File: src/rtl/dpram_rr_arbiter_if.sv
// Requester-side bus of the dual-port RAM arbiter: request handshake plus read responses.
interface dpram_rr_arbiter_if #(
    parameter int NUM_REQ = 4,
    parameter int ADDR_W  = 4,
    parameter int DATA_W  = 8
);
    logic [NUM_REQ-1:0]        req_valid;
    logic [NUM_REQ-1:0]        req_we;
    logic [NUM_REQ*ADDR_W-1:0] req_addr;
    logic [NUM_REQ*DATA_W-1:0] req_wdata;
    logic [NUM_REQ-1:0]        req_ready;
    logic [NUM_REQ-1:0]        rsp_valid;
    logic [DATA_W-1:0]         rsp_data;
    logic [DATA_W-1:0]         rsp_data_b;

    modport master (
        output req_valid, req_we, req_addr, req_wdata,
        input  req_ready, rsp_valid, rsp_data, rsp_data_b
    );

    modport slave (
        input  req_valid, req_we, req_addr, req_wdata,
        output req_ready, rsp_valid, rsp_data, rsp_data_b
    );
endinterface

File: src/rtl/dpram_rr_arbiter.sv
// Round-robin arbiter granting up to two requesters per cycle onto the two ports of a
// 16x8 dual-port RAM, serialising same-address hazards and routing read data back.
module dpram_rr_arbiter #(
    parameter int NUM_REQ = 4,
    parameter int ADDR_W  = 4,
    parameter int DATA_W  = 8
) (
    input  logic              clk,
    input  logic              rst_n,
    dpram_rr_arbiter_if.slave bus,
    output logic              ram_we_a,
    output logic              ram_we_b,
    output logic [ADDR_W-1:0] ram_addr_a,
    output logic [ADDR_W-1:0] ram_addr_b,
    output logic [DATA_W-1:0] ram_din_a,
    output logic [DATA_W-1:0] ram_din_b,
    input  logic [DATA_W-1:0] ram_dout_a,
    input  logic [DATA_W-1:0] ram_dout_b,
    output logic [7:0]        conflict_cnt
);
    localparam int IDX_W = (NUM_REQ > 2) ? $clog2(NUM_REQ) : 1;
    typedef logic [IDX_W-1:0] idx_t;

    logic [ADDR_W-1:0]  addr  [NUM_REQ];
    logic [DATA_W-1:0]  wdata [NUM_REQ];
    logic [NUM_REQ-1:0] valid_m;
    logic [NUM_REQ-1:0] ready;
    logic [NUM_REQ-1:0] rsp_next;

    idx_t ptr, ptr_next;
    idx_t g0, g1;
    idx_t scan_idx;
    int   scan_sum;
    logic has_g0, cand_ok, has_g1, conflict;

    idx_t own_a, own_b;
    logic rd_a, rd_b;
    logic [NUM_REQ-1:0] rsp_valid_q;
    logic [DATA_W-1:0]  rsp_data_q, rsp_data_b_q;

    for (genvar i = 0; i < NUM_REQ; i++) begin : g_unpack
        assign addr[i]  = bus.req_addr[i*ADDR_W +: ADDR_W];
        assign wdata[i] = bus.req_wdata[i*DATA_W +: DATA_W];
    end

    // Masking with rst_n keeps every grant, ready and RAM strobe low while reset is held.
    assign valid_m = bus.req_valid & {NUM_REQ{rst_n}};

    function automatic idx_t wrap_inc(input idx_t v);
        return (int'(v) == NUM_REQ - 1) ? '0 : idx_t'(v + 1'b1);
    endfunction

    // Scan one full rotation from ptr: first hit is g0, second hit is the port B candidate.
    always_comb begin
        has_g0   = 1'b0;
        cand_ok  = 1'b0;
        g0       = '0;
        g1       = '0;
        scan_sum = 0;
        scan_idx = '0;
        for (int k = 0; k < NUM_REQ; k++) begin
            scan_sum = int'(ptr) + k;
            if (scan_sum >= NUM_REQ) scan_sum = scan_sum - NUM_REQ;
            scan_idx = scan_sum[IDX_W-1:0];
            if (valid_m[scan_idx]) begin
                if (!has_g0) begin
                    has_g0 = 1'b1;
                    g0     = scan_idx;
                end else if (!cand_ok) begin
                    cand_ok = 1'b1;
                    g1      = scan_idx;
                end
            end
        end
        conflict = cand_ok && (addr[g0] == addr[g1]) &&
                   (bus.req_we[g0] || bus.req_we[g1]);
        has_g1   = cand_ok && !conflict;
    end

    always_comb begin
        ready = '0;
        if (has_g0) ready[g0] = 1'b1;
        if (has_g1) ready[g1] = 1'b1;

        ram_we_a   = has_g0 && bus.req_we[g0];
        ram_addr_a = has_g0 ? addr[g0]  : '0;
        ram_din_a  = has_g0 ? wdata[g0] : '0;
        ram_we_b   = has_g1 && bus.req_we[g1];
        ram_addr_b = has_g1 ? addr[g1]  : '0;
        ram_din_b  = has_g1 ? wdata[g1] : '0;

        if (has_g1)      ptr_next = wrap_inc(g1);
        else if (has_g0) ptr_next = wrap_inc(g0);
        else             ptr_next = ptr;
    end

    always_comb begin
        rsp_next = '0;
        if (rd_a) rsp_next[own_a] = 1'b1;
        if (rd_b) rsp_next[own_b] = 1'b1;
    end

    always_ff @(posedge clk or negedge rst_n) begin
        if (!rst_n) begin
            ptr          <= '0;
            conflict_cnt <= '0;
            rd_a         <= 1'b0;
            rd_b         <= 1'b0;
            own_a        <= '0;
            own_b        <= '0;
            rsp_valid_q  <= '0;
            rsp_data_q   <= '0;
            rsp_data_b_q <= '0;
        end else begin
            ptr <= ptr_next;
            if (conflict && (conflict_cnt != 8'hFF)) conflict_cnt <= conflict_cnt + 8'd1;
            rd_a  <= has_g0 && !bus.req_we[g0];
            own_a <= g0;
            rd_b  <= has_g1 && !bus.req_we[g1];
            own_b <= g1;
            // RAM dout is valid the cycle after the address, i.e. while rd_a/rd_b are set.
            rsp_valid_q <= rsp_next;
            if (rd_a) rsp_data_q   <= ram_dout_a;
            if (rd_b) rsp_data_b_q <= ram_dout_b;
        end
    end

    assign bus.req_ready  = ready;
    assign bus.rsp_valid  = rsp_valid_q;
    assign bus.rsp_data   = rsp_data_q;
    assign bus.rsp_data_b = rsp_data_b_q;

endmodule

File: src/flat_wrapper.sv
// flat-port wrapper written by rule: the top's interface ports become plain ports
module dpram_rr_arbiter_flat 
#(
    parameter int NUM_REQ = 4,
    parameter int ADDR_W  = 4,
    parameter int DATA_W  = 8
)
  (clk, rst_n, ram_we_a, ram_we_b, ram_addr_a, ram_addr_b, ram_din_a, ram_din_b, ram_dout_a, ram_dout_b, conflict_cnt, bus_req_valid, bus_req_we, bus_req_addr, bus_req_wdata, bus_req_ready, bus_rsp_valid, bus_rsp_data, bus_rsp_data_b);
  dpram_rr_arbiter_if #(.NUM_REQ(NUM_REQ), .ADDR_W(ADDR_W), .DATA_W(DATA_W)) bus_i ();
  input  logic clk;
  input  logic rst_n;
  output logic ram_we_a;
  output logic ram_we_b;
  output logic [ADDR_W-1:0] ram_addr_a;
  output logic [ADDR_W-1:0] ram_addr_b;
  output logic [DATA_W-1:0] ram_din_a;
  output logic [DATA_W-1:0] ram_din_b;
  input  logic [DATA_W-1:0] ram_dout_a;
  input  logic [DATA_W-1:0] ram_dout_b;
  output logic [7:0] conflict_cnt;
  input wire logic [$bits(bus_i.req_valid)-1:0] bus_req_valid;
  input wire logic [$bits(bus_i.req_we)-1:0] bus_req_we;
  input wire logic [$bits(bus_i.req_addr)-1:0] bus_req_addr;
  input wire logic [$bits(bus_i.req_wdata)-1:0] bus_req_wdata;
  output wire logic [$bits(bus_i.req_ready)-1:0] bus_req_ready;
  output wire logic [$bits(bus_i.rsp_valid)-1:0] bus_rsp_valid;
  output wire logic [$bits(bus_i.rsp_data)-1:0] bus_rsp_data;
  output wire logic [$bits(bus_i.rsp_data_b)-1:0] bus_rsp_data_b;
  assign bus_i.req_valid = bus_req_valid;
  assign bus_i.req_we = bus_req_we;
  assign bus_i.req_addr = bus_req_addr;
  assign bus_i.req_wdata = bus_req_wdata;
  assign bus_req_ready = bus_i.req_ready;
  assign bus_rsp_valid = bus_i.rsp_valid;
  assign bus_rsp_data = bus_i.rsp_data;
  assign bus_rsp_data_b = bus_i.rsp_data_b;
  dpram_rr_arbiter #(.NUM_REQ(NUM_REQ), .ADDR_W(ADDR_W), .DATA_W(DATA_W)) u_core (.clk(clk), .rst_n(rst_n), .bus(bus_i), .ram_we_a(ram_we_a), .ram_we_b(ram_we_b), .ram_addr_a(ram_addr_a), .ram_addr_b(ram_addr_b), .ram_din_a(ram_din_a), .ram_din_b(ram_din_b), .ram_dout_a(ram_dout_a), .ram_dout_b(ram_dout_b), .conflict_cnt(conflict_cnt));
endmodule
File: config.mk
export PLATFORM = sky130hd
export DESIGN_NAME = dpram_rr_arbiter_flat
export DESIGN_NICKNAME = d
export VERILOG_FILES = /design/src/rtl/dpram_rr_arbiter_if.sv /design/src/rtl/dpram_rr_arbiter.sv /design/src/flat_wrapper.sv
export SDC_FILE = /design/constraint.sdc
export NUM_CORES = 1
export LEC_CHECK = 0
export BUFFER_PORTS_ARGS = -buffer_cell sky130_fd_sc_hd__buf_2
export CORE_MARGIN = 8
export CORE_UTILIZATION = 30
export CTS_CLUSTER_SIZE = 30
export DETAILED_ROUTE_END_ITERATION = 8
export PLACE_DENSITY = 0.58
export SLEW_MARGIN = 0
export SYNTH_ARGS = -nofsm -noshare
export SYNTH_HDL_FRONTEND = slang
export SYNTH_SLANG_ARGS = --single-unit
File: constraint.sdc
create_clock -name clk -period 6.3 [get_ports clk]
set_input_delay 1.26 -clock clk [delete_from_list [all_inputs] [get_ports clk]]
set_output_delay 1.26 -clock clk [all_outputs]
set_load 0.005 [all_outputs]
* Word level (Yosys, flattened, before mapping)
Index checks and enable logic that the tools add are counted.
W data, S select, Z words.
** Storage, ports and cells
- Word-level logic and storage cells :: 136
- Register bits after elaboration :: 36
- Output and inout port bits :: 58
- Bits of input ports :: 74
** Operators by class
- $add $sub $neg :: 10
- Eq/ne operators :: 4
- Order comparisons :: 18
- Bitwise operators :: 5
- Muxes and demuxes :: 73
- Reductions and logical operators :: 17
** Operators by type and width (number)
- $mux W8 :: 6
- $mux W2 :: 23
- $mux W4 :: 10
- $bmux W8 S2 :: 2
- $lt A2 B3 Y1 const B :: 8
- $mux W1 :: 20
- $bmux W4 S2 :: 2
- $ge A3 B3 Y1 const B :: 5
- $bmux W1 S2 :: 6
- $logic_and A1 B1 Y1 :: 12
- $add A8 B1 Y8 const B :: 1
- $demux W1 S2 :: 4
- $ge A2 B1 Y1 const B :: 4
- $ne A8 B8 Y1 const B :: 1
- $or A4 B4 Y4 :: 2
- $sub A2 B1 Y2 const B :: 4
- $add A2 B2 Y3 const B :: 2
- $not A2 Y3 :: 2
- $add A2 B1 Y2 const B :: 2
- $and A4 B4 Y4 :: 1
- $eq A2 B1 Y1 const B :: 2
- $eq A4 B4 Y1 :: 1
- $add A2 B1 Y3 const B :: 1
- $ge A2 B3 Y1 const B :: 1
- other kinds (3) :: 5

* Longest topological paths before layout
Gate-level depths: netlist (run 1).
- Word-level depth :: 23
- Depth in mapped cells :: 16
- Depth with buffers taken out :: 12

* Worst setup path after synthesis (run 1)
No wires, ideal clock.
- Kind :: input -> output
- Start :: input bus_req_valid[1]
- End :: output bus_req_ready[3]
- Data required time :: 5040 ps
- Buffers on the path :: 3
- Data arrival time :: 4380 ps
- Stages :: 14
- Setup slack :: 660 ps
- Path through :: buf_6 -> mux4_2 -> and2_1 -> ha_1 -> or2b_1 -> and4b_1 -> a21oi_2 -> mux2_2 -> xor2_1 -> nor3_1 -> a21o_1 -> buf_4 -> buf_2 -> o22ai_1
** Between the ends
- Word-level cells in the longest chain between the ends :: 22
- Elaborated cells between the ends (all ways) :: 65
- Those cells by class :: order compare: 4; eq/ne: 1; mux: 49; bitwise: 4; reduce/logical: 7
** RTL lines
- start: declaration :: line flat_wrapper.sv:21 : input wire logic [$bits(bus_i.req_valid)-1:0] bus_req_valid;
- $and A4 B4 Y4 (*) :: line dpram_rr_arbiter.sv:47 : assign valid_m = bus.req_valid & {NUM_REQ{rst_n}};
- $bmux W1 S2 :: line dpram_rr_arbiter.sv:65 : if (valid_m[scan_idx]) begin
- $mux W1 (implied by the code) :: line dpram_rr_arbiter.sv:65
- $mux W1 :: line dpram_rr_arbiter.sv:65
- $mux W2 or $mux W1 (tied branches) :: line dpram_rr_arbiter.sv:66 : if (!has_g0) begin
- $mux W2 or $mux W1 (tied branches) :: line dpram_rr_arbiter.sv:65
- $mux W2 :: line dpram_rr_arbiter.sv:69 : end else if (!cand_ok) begin
- $mux W2 :: line dpram_rr_arbiter.sv:66
- (+4 left out)
- $not A2 Y3 (implied by the code) :: line dpram_rr_arbiter.sv:75 : conflict = cand_ok && (addr[g0] == addr[g1]) &&
- $bmux W4 S2 :: line dpram_rr_arbiter.sv:75
- $mux W4 (implied by the code) (2 in series) :: line dpram_rr_arbiter.sv:75
- $eq A4 B4 Y1 :: line dpram_rr_arbiter.sv:75
- $logic_and A1 B1 Y1 (2 in series) :: line dpram_rr_arbiter.sv:75
- $logic_not A1 Y1 :: line dpram_rr_arbiter.sv:77 : has_g1 = cand_ok && !conflict;
- $logic_and A1 B1 Y1 :: line dpram_rr_arbiter.sv:77
- $mux W4 (*) :: line dpram_rr_arbiter.sv:83 : if (has_g1) ready[g1] = 1'b1;
- end: declaration :: line flat_wrapper.sv:25 : output wire logic [$bits(bus_i.req_ready)-1:0] bus_req_ready;
Every way passes the cells marked *; elsewhere a longest branch is shown, timed or not. The select of a mux whose other input is x is not followed.

* Worst setup path in the final report (run 1)
- Start :: input bus_req_valid[2]
- End :: output ram_din_b[3]
** Between the ends
- Word-level cells in the longest chain between the ends :: 22
- Elaborated cells between the ends (all ways) :: 55
- Those cells by class :: eq/ne: 1; mux: 46; bitwise: 3; reduce/logical: 5
** RTL lines
- $and A4 B4 Y4 (*) :: line dpram_rr_arbiter.sv:47
- $bmux W1 S2 :: line dpram_rr_arbiter.sv:65
- $mux W1 (implied by the code) :: line dpram_rr_arbiter.sv:65
- $mux W1 :: line dpram_rr_arbiter.sv:65
- $mux W2 or $mux W1 (tied branches) :: line dpram_rr_arbiter.sv:66
- $mux W2 or $mux W1 (tied branches) :: line dpram_rr_arbiter.sv:65
- $mux W2 :: line dpram_rr_arbiter.sv:69
- $mux W2 :: line dpram_rr_arbiter.sv:66
- (+4 left out)
- $not A2 Y3 (implied by the code) :: line dpram_rr_arbiter.sv:75, dpram_rr_arbiter.sv:90
- $bmux W4 S2 :: line dpram_rr_arbiter.sv:75
- $mux W4 (implied by the code) (2 in series) :: line dpram_rr_arbiter.sv:75
- $eq A4 B4 Y1 :: line dpram_rr_arbiter.sv:75
- $logic_and A1 B1 Y1 (2 in series) :: line dpram_rr_arbiter.sv:75
- $logic_not A1 Y1 :: line dpram_rr_arbiter.sv:77
- $logic_and A1 B1 Y1 :: line dpram_rr_arbiter.sv:77
- $mux W8 (*) :: line dpram_rr_arbiter.sv:90 : ram_din_b = has_g1 ? wdata[g1] : '0;
- end: declaration :: line flat_wrapper.sv:17 : output logic [DATA_W-1:0] ram_din_b;
Marked as above.

==> results of run 1 <==
==> critical path, cell delays in order <==
cell and delay (ps):
buf_2 170, mux4_2 540, and2_1 220, ha_1 200, a21oi_1 120, o21ai_0 100, and4b_1 190, a21oi_2 350
mux2_2 420, xnor2_1 140, and2_0 220, a21o_1 230, buf_4 180, a211oi_1 260, buf_2 180
==> flip-flops by register name (all words and copies together) (netlist names) <==
| name | cells |
|---|---|
| u_core.rd_a | 1 |
| u_core.bus.rsp_data_b | 8 |
| u_core.conflict_cnt | 8 |
| u_core.rd_b | 1 |
| u_core.bus.rsp_data | 8 |
| u_core.own_a | 2 |
| u_core.ptr | 2 |
| u_core.own_b | 2 |
| u_core.bus.rsp_valid | 4 |
==> stage by stage <==
stage | hold slack [ps] | power, W
after floorplan | 449 | 0.00111
after global placement | 475 | 0.00145
after detailed placement | 486 | 0.00147
after CTS | 496 | 0.00164
after global routing | 521 | 0.00176
final | 497 | 0.00161
==> metal layers <==
metal | part of all wire, % | global-route usage, %
met3 | 8.4 | 4.95
met1 | 44 | 15.6
met2 | 47 | 22.9
met5 | 0 | 0
met4 | 0.54 | 2.40
==> logic make-up after synthesis <==
group / synth area share [%]
XOR/XNOR: 3.35
AND/OR/NAND/NOR: 21.0
buffers and inverters: 5.91
flip-flops: 28.8
adder cells (fa/ha/maj): 4.39
multiplexers: 23.1
AO/OA/AOI/OAI: 13.5
==> final cells by class <==
type / count / area [sq um] / share of cell area [%]
multi-input combinational: 280 / 2060 / 51.6
sequential: 36 / 901 / 22.6
timing repair buffer: 141 / 731 / 18.3
tap: 136 / 170 / 4.27
clock buffer: 5 / 68.8 / 1.73
inverter: 11 / 41.3 / 1.04
clock inverter: 3 / 18.8 / 0.471
==> worst min path at each step <==
stage | end | slack, ps
2_1_floorplan | u_core.bus.rsp_valid[0] | 450
3_3_place_gp | u_core.bus.rsp_valid[0] | 480
3_5_place_dp | u_core.bus.rsp_valid[0] | 490
4_1_cts | u_core.bus.rsp_valid[0] | 500
5_1_grt | u_core.bus.rsp_valid[0] | 520
6_report | u_core.bus.rsp_valid[0] | 500
==> power groups by stage <==
stage	sequential, W	combinational (W)	clock, W
2_1_floorplan	0.000372	0.000740	0
4_1_cts	0.000395	0.00108	0.000165
5_1_grt	0.000411	0.00117	0.000175
3_3_place_gp	0.000394	0.00106	0
6_report	0.000396	0.00106	0.000157
3_5_place_dp	0.000400	0.00107	0
==> cells in the final DEF, fill, tap and decap left out, types with 2 or more instances in the layout <==
cell type | netlist | layout
nand3_1 | 10 | 10
a31oi_1 | 3 | 3
inv_1 | 9 | 9
buf_4 | 1 | 10
o22ai_1 | 3 | 3
xor2_1 | 3 | 3
clkinv_1 | 2 | 2
nor3_1 | 4 | 4
mux2_2 | 31 | 31
nand2_1 | 59 | 59
a211oi_1 | 9 | 9
o31a_1 | 2 | 2
xnor2_1 | 9 | 9
nor2_1 | 17 | 17
nand2b_1 | 3 | 3
nor3b_1 | 2 | 2
o21ai_0 | 6 | 6
o21a_1 | 2 | 2
a22o_1 | 3 | 3
clkinv_2 | 0 | 2
buf_2 | 6 | 131
ha_1 | 11 | 11
dfrtp_1 | 36 | 36
and3_1 | 21 | 21
mux2i_1 | 33 | 33
a21o_1 | 2 | 2
or4_1 | 3 | 3
mux4_2 | 2 | 2
nand3b_1 | 2 | 2
a311oi_1 | 8 | 8
nor2b_1 | 4 | 4
o31ai_4 | 1 | 2
a21oi_1 | 7 | 7
and2_1 | 5 | 5
clkbuf_8 | 0 | 5
==> run metrics, run 1 <==
crit path capture type primary output; cell row count 37; Leak 2.09 nW; Hold Startpoint u_core.own_a[0]; Synth top area share 28.8%; Comb power frac 65.7%; Setup WS post-layout 246 ps; setup_tns 0 ps; CP Launch Type input pin; Vias/cell 5.02; placed cells 604; clock power share 9.7%; # diodes 0; RSZ-0062 raised after global routing false; Final Cell Area 3990 sq um; maximum vdd drop 0.157 mV; number of antenna violations at the first check in global routing 0; critical path required time 5040 ps; total grt overflow 0; R2R Setup Slk 2050 ps; first-pass GRT wire length 15.8 mm; final max-slew violation count 0; WL final 9.86 mm; total number of vias 3075; Max-cap violations 0; most frequent cells after synthesis nand2_1 (59), dfrtp_1 (36), mux2i_1 (33), mux2_2 (31), and3_1 (21); Core Area 10200 sq um; clock sinks 36; Overall Global Routing Usage 13.3%; Mapped Cells 352; worst-skew pair later-pin latency 280 ps; Synth area leaders dfrtp_1 (29%), mux2_2 (11%), mux2i_1 (11%); Post-Place Cell Area 3900 sq um; hold path depth 1; largest net degree at the start of global routing 26; top_reg_cell synth dfrtp_1; synth warn 0; synthesized cell area 3130 sq um; CTS tree yes; Int Pwr 0.000889 W; Area growth syn-to-layout 27.2%; Final Util 39.0%; Max transition margin 44.3%; WS Path Type in -> out; H-tree levels 2; post-synth net total 437; final-stage net count 560; IO buf count 131; register area share after synthesis 28.8%; Post-CTS Repair Setup Buffers 0; CTS max path bufs 2; DR WL/cell 16.1 um; die extent in y 118 um; initial core utilization 30.6%; count leader, synth nand2_1; Sw Pwr 0.000725 W; switching share of power 44.9%; full die area 14000 sq um; reg2reg end u_core.conflict_cnt[3]; post-cts resize count 0; # DRC 0; die width 118 um; Synth cell types 52; Final setup viols 0; top-level I/O count 132; beginning of the critical path bus_req_valid[2]; fill count 1027; Worst Setup EP ram_din_b[3]; Fmax achieved 165 MHz; Final GP Congestion 0.778; CTS clk-pin slew, worst paths 70 ps; fin crit period 6050 ps; CTS Buf Count 5; final std cells w/o fill 612; sequential share of power 24.5%; cell taking the most area after synthesis dfrtp_1; vias in the first global route 3197; RR Startpoint u_core.ptr[1]; Yosys reg bits 36; syn_area_per_cell 8.90 sq um; layout cell share with drive strength beyond 1 39.1%; Critical Path AT 4790 ps; Least-Margin Pin Slew 836 ps; drt initial violations 97; Max FO, Critical Path 13; Worst Clk Skew 6.22 ps; root buffer cell clkbuf_8; final hold vios 0; DRT Pass-1 Iters 4; Routed Antenna Nets 0; status completed; Hold Path Class reg -> reg; ys async rst share 100%; # hold bufs at CTS 0; Final HPWL DP 7.81 mm; number of synthesized flops with an enable pin 0; R2R depth 9; Final Cycle Share 96.1%; Setup WS pre-CTS 296 ps; PwrDens 405 nW/um^2
(Power assumes the default switching activity.)
==> inputs of run 2 (changes only) <==
--- a/config.mk
+++ b/config.mk
@@ -5,12 +5,13 @@
 export SDC_FILE = /design/constraint.sdc
 export NUM_CORES = 1
 export LEC_CHECK = 0
+export ABC_AREA = 1
 export BUFFER_PORTS_ARGS = -buffer_cell sky130_fd_sc_hd__buf_2
 export CORE_MARGIN = 8
 export CORE_UTILIZATION = 30
 export CTS_CLUSTER_SIZE = 30
 export DETAILED_ROUTE_END_ITERATION = 8
-export PLACE_DENSITY = 0.58
+export PLACE_DENSITY = 0.57
 export SLEW_MARGIN = 0
 export SYNTH_ARGS = -nofsm -noshare
 export SYNTH_HDL_FRONTEND = slang
==> run metrics, run 2 <==
worst-skew pair later-pin latency 270 ps (about the same); Hold WS 499 ps (+2.61 ps); DR WL/cell 14.4 um (-10%); Register Area 901 sq um (unchanged); commonest cells after routing, fill and taps aside nand2_1 (189), buf_2 (131), nand3_1 (77), dfrtp_1 (36), inv_1 (29); CP Depth 21 (+6); syn_area_per_cell 6.86 sq um (-23%); Largest stage delay, worst path 540 ps (about the same); WS Path Type in -> out; count leader, synth nand2_1; layout cell share with drive strength beyond 1 31.5% (-7.6 points); CTS Buf Count 5 (unchanged); largest net degree at the start of global routing 38 (+46%); CTS max path bufs 2 (unchanged); total number of vias 3918 (+27%); Hold Path Class reg -> reg; Synth cell types 36 (-31%); Fmax achieved 172 MHz (+3.9%); Max transition margin 44.7% (+0.48 points); first-pass GRT wire length 18.7 mm (+18%); # hold bufs at CTS 0 (unchanged); reg2reg end u_core.conflict_cnt[0]; full die area 15800 sq um (+13%); DRT Pass-1 Iters 6 (+2); status completed; initial core utilization 30.4% (-0.22 points); Synth area leaders dfrtp_1 (25%), nand2_1 (20%), nand3_1 (11%); CP Launch Type input pin; die extent in y 126 um (+6.3%); IO buf count 131 (unchanged); setup_tns 0 ps (unchanged); synth warn 0 (unchanged); slowest CP cell nand2_2; fin crit period 5830 ps (-228 ps); Least-Margin Pin Slew 826 ps (-10.2 ps); total grt overflow 0 (unchanged); die width 126 um (+6.3%); commonest non-fill, non-tap cell in the layout nand2_1; final max-slew violation count 0 (unchanged); # DRC 0 (unchanged); post-cts resize count 0 (unchanged); beginning of the critical path rst_n; fill count 1252 (+22%); final-stage net count 726 (+30%); RR Startpoint u_core.ptr[0]; critical path required time 5040 ps (about the same); top_reg_cell synth dfrtp_1; Vias/cell 4.97 (-1.2%); cell row count 40 (+8.1%); root buffer cell clkbuf_16; RSZ-0062 raised after global routing false; drt initial violations 226 (+130%); crit path capture type primary output; Max-cap violations 0 (unchanged); WL final 11.4 mm (+16%); R2R depth 18 (+9); Final Util 37.5% (-1.5 points); Final GP Congestion 0.826 (+6.2%); # diodes 0 (unchanged); Final Cell Area 4450 sq um (+12%); Post-CTS Repair Setup Buffers 0 (unchanged); R2R Setup Slk 2040 ps (about the same); synthesized cell area 3610 sq um (+15%); CP bufs+invs 4 (+1); Max FO, Critical Path 35 (+22); area of the multi-input gates 2360 sq um (+15%); CTS clk-pin slew, worst paths 50 ps (-20 ps); Area growth syn-to-layout 23.3%; Final Cycle Share 92.5% (-3.6 points); Critical Path AT 4570 ps (-220 ps); H-tree levels 2 (unchanged); Worst Setup EP ram_addr_b[0]; cell taking the most area after synthesis dfrtp_1; final hold vios 0 (unchanged); CTS tree yes; top-level I/O count 132 (unchanged); Mapped Cells 526 (+49%); post-synth net total 611 (+40%); register area share after synthesis 25.0% (-3.8 points); Yosys reg bits 36 (unchanged); Hold Startpoint u_core.bus.rsp_data_b[5]; crit-path cells buf_2, nand2_1, nand2_1, nand3_1, nand2_2, ha_1, inv_1, nand2_1, nand3_1, nand3_2, nand2_2, inv_1, nand2_1, nand3_1, o21ai_1, nand2_1, nand2_1, nand3_4, nand2_4, nor2_1, buf_2; ys async rst share 100% (unchanged); Final HPWL DP 8.81 mm (+13%); Core Area 11900 sq um (+16%); Synth top area share 25.0% (-3.8 points); most frequent cells after synthesis nand2_1 (189), nand3_1 (77), dfrtp_1 (36), inv_1 (29), a21oi_1 (23); Final setup viols 0 (unchanged); Worst Clk Skew 6.34 ps (+0.116 ps); number of antenna violations at the first check in global routing 0 (unchanged); Post-Place Cell Area 4280 sq um (+9.8%); clock sinks 36 (unchanged); vias in the first global route 3820 (+19%); Routed Antenna Nets 0 (unchanged); Overall Global Routing Usage 14.0% (+0.68 points); CP most frequent cell nand2_1; CP delay by family, top simple AND/OR/NAND/NOR gates; number of synthesized flops with an enable pin 0 (unchanged)
==> run 2: changes by cell type after synthesis, moves of 16 or more <==
cell	change
nand2_1	+130
nand3_1	+67
mux2i_1	-33
and3_1	-21
inv_1	+20
a21oi_1	+16
==> run 2: logic make-up (layout without fill, tap and decap cells) <==
logic type      Yosys count  in the layout  share of synthesized area, %
compound gates           56             56                          10.3
xor+xnor                  6              6                          1.46
fa+ha+maj                11             11                          3.82
buf+inv                  65            181                          9.65
flops                    36             36                          25.0
mux                      16             16                          5.00
simple gates            336            336                          44.8
==> run 2: layer usage <==
layer / share of wire (%) / wire (um) / track usage, %
met1: 45 / 5150 / 18.0
met4: 0.85 / 97 / 3.01
met5: 0 / 0 / 0
met2: 46 / 5210 / 23.1
met3: 8.2 / 932 / 3.54
==> run 2: worst min path at each step <==
stage,slack [ps],to,cells past startpoint
after CTS,500,u_core.bus.rsp_data_b[5],1
after global placement,480,u_core.bus.rsp_valid[0],1
after global routing,510,u_core.bus.rsp_data_b[5],1
final,500,u_core.bus.rsp_data_b[5],1
after floorplan,450,u_core.bus.rsp_valid[0],1
after detailed placement,490,u_core.bus.rsp_data_b[5],1
==> run 2: layout make-up <==
cell class	count	area share (%)
multi-input combinational	425	53.0
sequential	36	20.3
clock inverter	2	0.788
clock buffer	6	2.90
timing repair buffer	136	15.6
inverter	37	3.29
tap	147	4.14
==> run 2: metrics by stage <==
step / instances / setup slack (ps)
2_1_floorplan: 526 / 1650
3_3_place_gp: 781 / 619
3_5_place_dp: 781 / 488
4_1_cts: 789 / 479
5_1_grt: 789 / 92.8
6_report: 789 / 474
Power of run 2 is left out: the tool's default activity adds up to more than one toggle a clock period on the data nets, which glitch-free logic cannot reach.
==> inputs of run 3 (changes only) <==
--- a/config.mk
+++ b/config.mk
@@ -5,13 +5,10 @@
 export SDC_FILE = /design/constraint.sdc
 export NUM_CORES = 1
 export LEC_CHECK = 0
-export ABC_AREA = 1
 export BUFFER_PORTS_ARGS = -buffer_cell sky130_fd_sc_hd__buf_2
-export CORE_MARGIN = 8
 export CORE_UTILIZATION = 30
 export CTS_CLUSTER_SIZE = 30
 export DETAILED_ROUTE_END_ITERATION = 8
-export PLACE_DENSITY = 0.57
 export SLEW_MARGIN = 0
 export SYNTH_ARGS = -nofsm -noshare
 export SYNTH_HDL_FRONTEND = slang
==> run metrics, run 3 (same netlist as run 1, synthesis figures left out) <==
final-stage net count 559 (-23%); crit path capture type primary output; Setup WS post-layout 366 ps (-108 ps); Setup WS pre-CTS 323 ps (-165 ps); maximum vdd drop 0.149 mV; Max transition margin 40.8% (-3.9 points); vias in the first global route 3115 (-18%); total grt overflow 0 (unchanged); Routed Antenna Nets 0 (unchanged); final hold vios 0 (unchanged); initial core utilization 31.5% (+1.1 points); root buffer cell clkbuf_8; Critical Path AT 4670 ps (+100 ps); CTS max path bufs 2 (unchanged); setup_tns 0 ps (unchanged); slowest CP cell mux4_2; die extent in y 104 um (-17%); CTS tree yes; Largest stage delay, worst path 550 ps (about the same); worst-skew pair later-pin latency 280 ps (about the same); beginning of the critical path bus_req_valid[3]; Hold WS 498 ps (-0.918 ps); Vias/cell 5.01 (+0.99%); RR Startpoint u_core.ptr[0]; DR WL/cell 14.5 um (+0.69%); # diodes 0 (unchanged); Fmax achieved 169 MHz (-1.8%); # DRC 0 (unchanged); Final GP Congestion 0.760 (-7.9%); WS Path Type in -> out; Final HPWL DP 6.82 mm (-23%); CTS clk-pin slew, worst paths 70 ps (+20 ps); Total Power 0.00163 W; Max FO, Critical Path 12 (-66%); PwrDens 409 nW/um^2; Hold Path Class reg -> reg; final max-slew violation count 0 (unchanged); Final Cycle Share 94.2% (+1.7 points); die width 104 um (-17%); drt initial violations 105 (-54%); Worst Setup EP bus_req_ready[3]; clock sinks 36 (unchanged); top-level I/O count 132 (unchanged); H-tree levels 2 (unchanged); CP Launch Type input pin; full die area 10900 sq um (-31%); Overall Global Routing Usage 16.6% (+2.6 points); cell row count 36 (-10%); RSZ-0062 raised after global routing false; first-pass GRT wire length 14.7 mm (-21%); IO buf count 131 (unchanged); Leak 2.09 nW; Worst Clk Skew 1.88 ps (-4.45 ps); WL final 8.84 mm (-22%); Area growth syn-to-layout 27.5%; commonest non-fill, non-tap cell in the layout buf_2; reg2reg end u_core.conflict_cnt[3]; total number of vias 3049 (-22%); DRT Pass-1 Iters 4 (-2); status completed; Final setup viols 0 (unchanged); Post-CTS Repair Setup Buffers 0 (unchanged); post-cts resize count 0 (unchanged); critical path required time 5040 ps (about the same); Core Area 9950 sq um (-16%); commonest cells after routing, fill and taps aside buf_2 (131), nand2_1 (59), dfrtp_1 (36), mux2i_1 (33), mux2_2 (31); # hold bufs at CTS 0 (unchanged); Least-Margin Pin Slew 888 ps (+61.8 ps); largest net degree at the start of global routing 31 (-18%); CP most frequent cell buf_2; number of antenna violations at the first check in global routing 0 (unchanged); fin crit period 5930 ps (+108 ps); R2R depth 11 (-7); layout cell share with drive strength beyond 1 38.7% (+7.3 points); CTS Buf Count 5 (unchanged); crit-path cells buf_2, mux4_2, and2_1, ha_1, or2b_1, and4b_1, a21oi_2, mux2_2, xor2_1, nor3_1, a21o_1, buf_4, o22ai_1, buf_2; R2R Setup Slk 1970 ps (-70 ps); Max-cap violations 0 (unchanged)
==> run 3: cell types whose count changed in the layout (fill, tap and decap cells not counted), sizes merged, moves of 15 or more <==
| cell | previous run | this run |
|---|---|---|
| mux2i | 0 | 33 |
| mux2 | 16 | 31 |
| and3 | 0 | 21 |
| a21oi | 24 | 8 |
| inv | 37 | 9 |
| nand3 | 85 | 10 |
| nand2 | 211 | 59 |
==> run 3: through the flow <==
stage	utilization (%)	instances	cell area, sq um
finish	40.1	608	4000
global placement	39.1	600	3890
global route	40.1	608	4000
detailed placement	39.1	600	3890
CTS	40.1	608	4000
floorplan	-	352	3130
==> run 3: final cells by class <==
cell class                 instances  area, sq um
clock buffer                       6         72.6
clock inverter                     2         35.0
fill                            1019         5960
inverter                          11         41.3
multi-input combinational        280         2060
sequential                        36          901
tap                              133          166
timing repair buffer             140          723
==> run 3: worst max-delay path, delay by kind of cell <==
kind	cells	cell delay [ps]
buffers and inverters	3	520
multiplexers	2	950
adder cells (fa/ha/maj)	1	190
XOR/XNOR	1	150
AND/OR/NAND/NOR	4	900
AO/OA/AOI/OAI	3	680
==> run 3: per-layer routing <==
| layer | track usage (%) | vias up | wire, um |
|---|---|---|---|
| met2 | 29.1 | 133 | 4230 |
| met5 | 0 | - | 0 |
| met1 | 20.4 | 1398 | 3920 |
| li1 | - | 1510 | - |
| met4 | 5.00 | 0 | 84 |
| met3 | 3.07 | 8 | 595 |
==> run 3: how the worst min path moves through the flow <==
stage                     from  depth (start not counted)  slack [ps]                      end
2_1_floorplan  u_core.own_a[0]                          1         450  u_core.bus.rsp_valid[0]
3_3_place_gp   u_core.own_a[0]                          1         480  u_core.bus.rsp_valid[0]
3_5_place_dp   u_core.own_a[0]                          1         480  u_core.bus.rsp_valid[0]
4_1_cts        u_core.own_a[0]                          1         490  u_core.bus.rsp_valid[0]
5_1_grt        u_core.own_a[0]                          1         520  u_core.bus.rsp_valid[0]
6_report       u_core.own_a[0]                          1         500  u_core.bus.rsp_valid[0]
==> run 3: power breakdown <==
part	leakage (nW)	internal (W)	total, W	switching [W]
registers	0.454	0.000316	0.000410	0.0000943
logic	1.58	0.000494	0.00103	0.000534
clock network	0.0552	0.000117	0.000194	0.0000769
total	2.09	0.000927	0.00163	0.000705
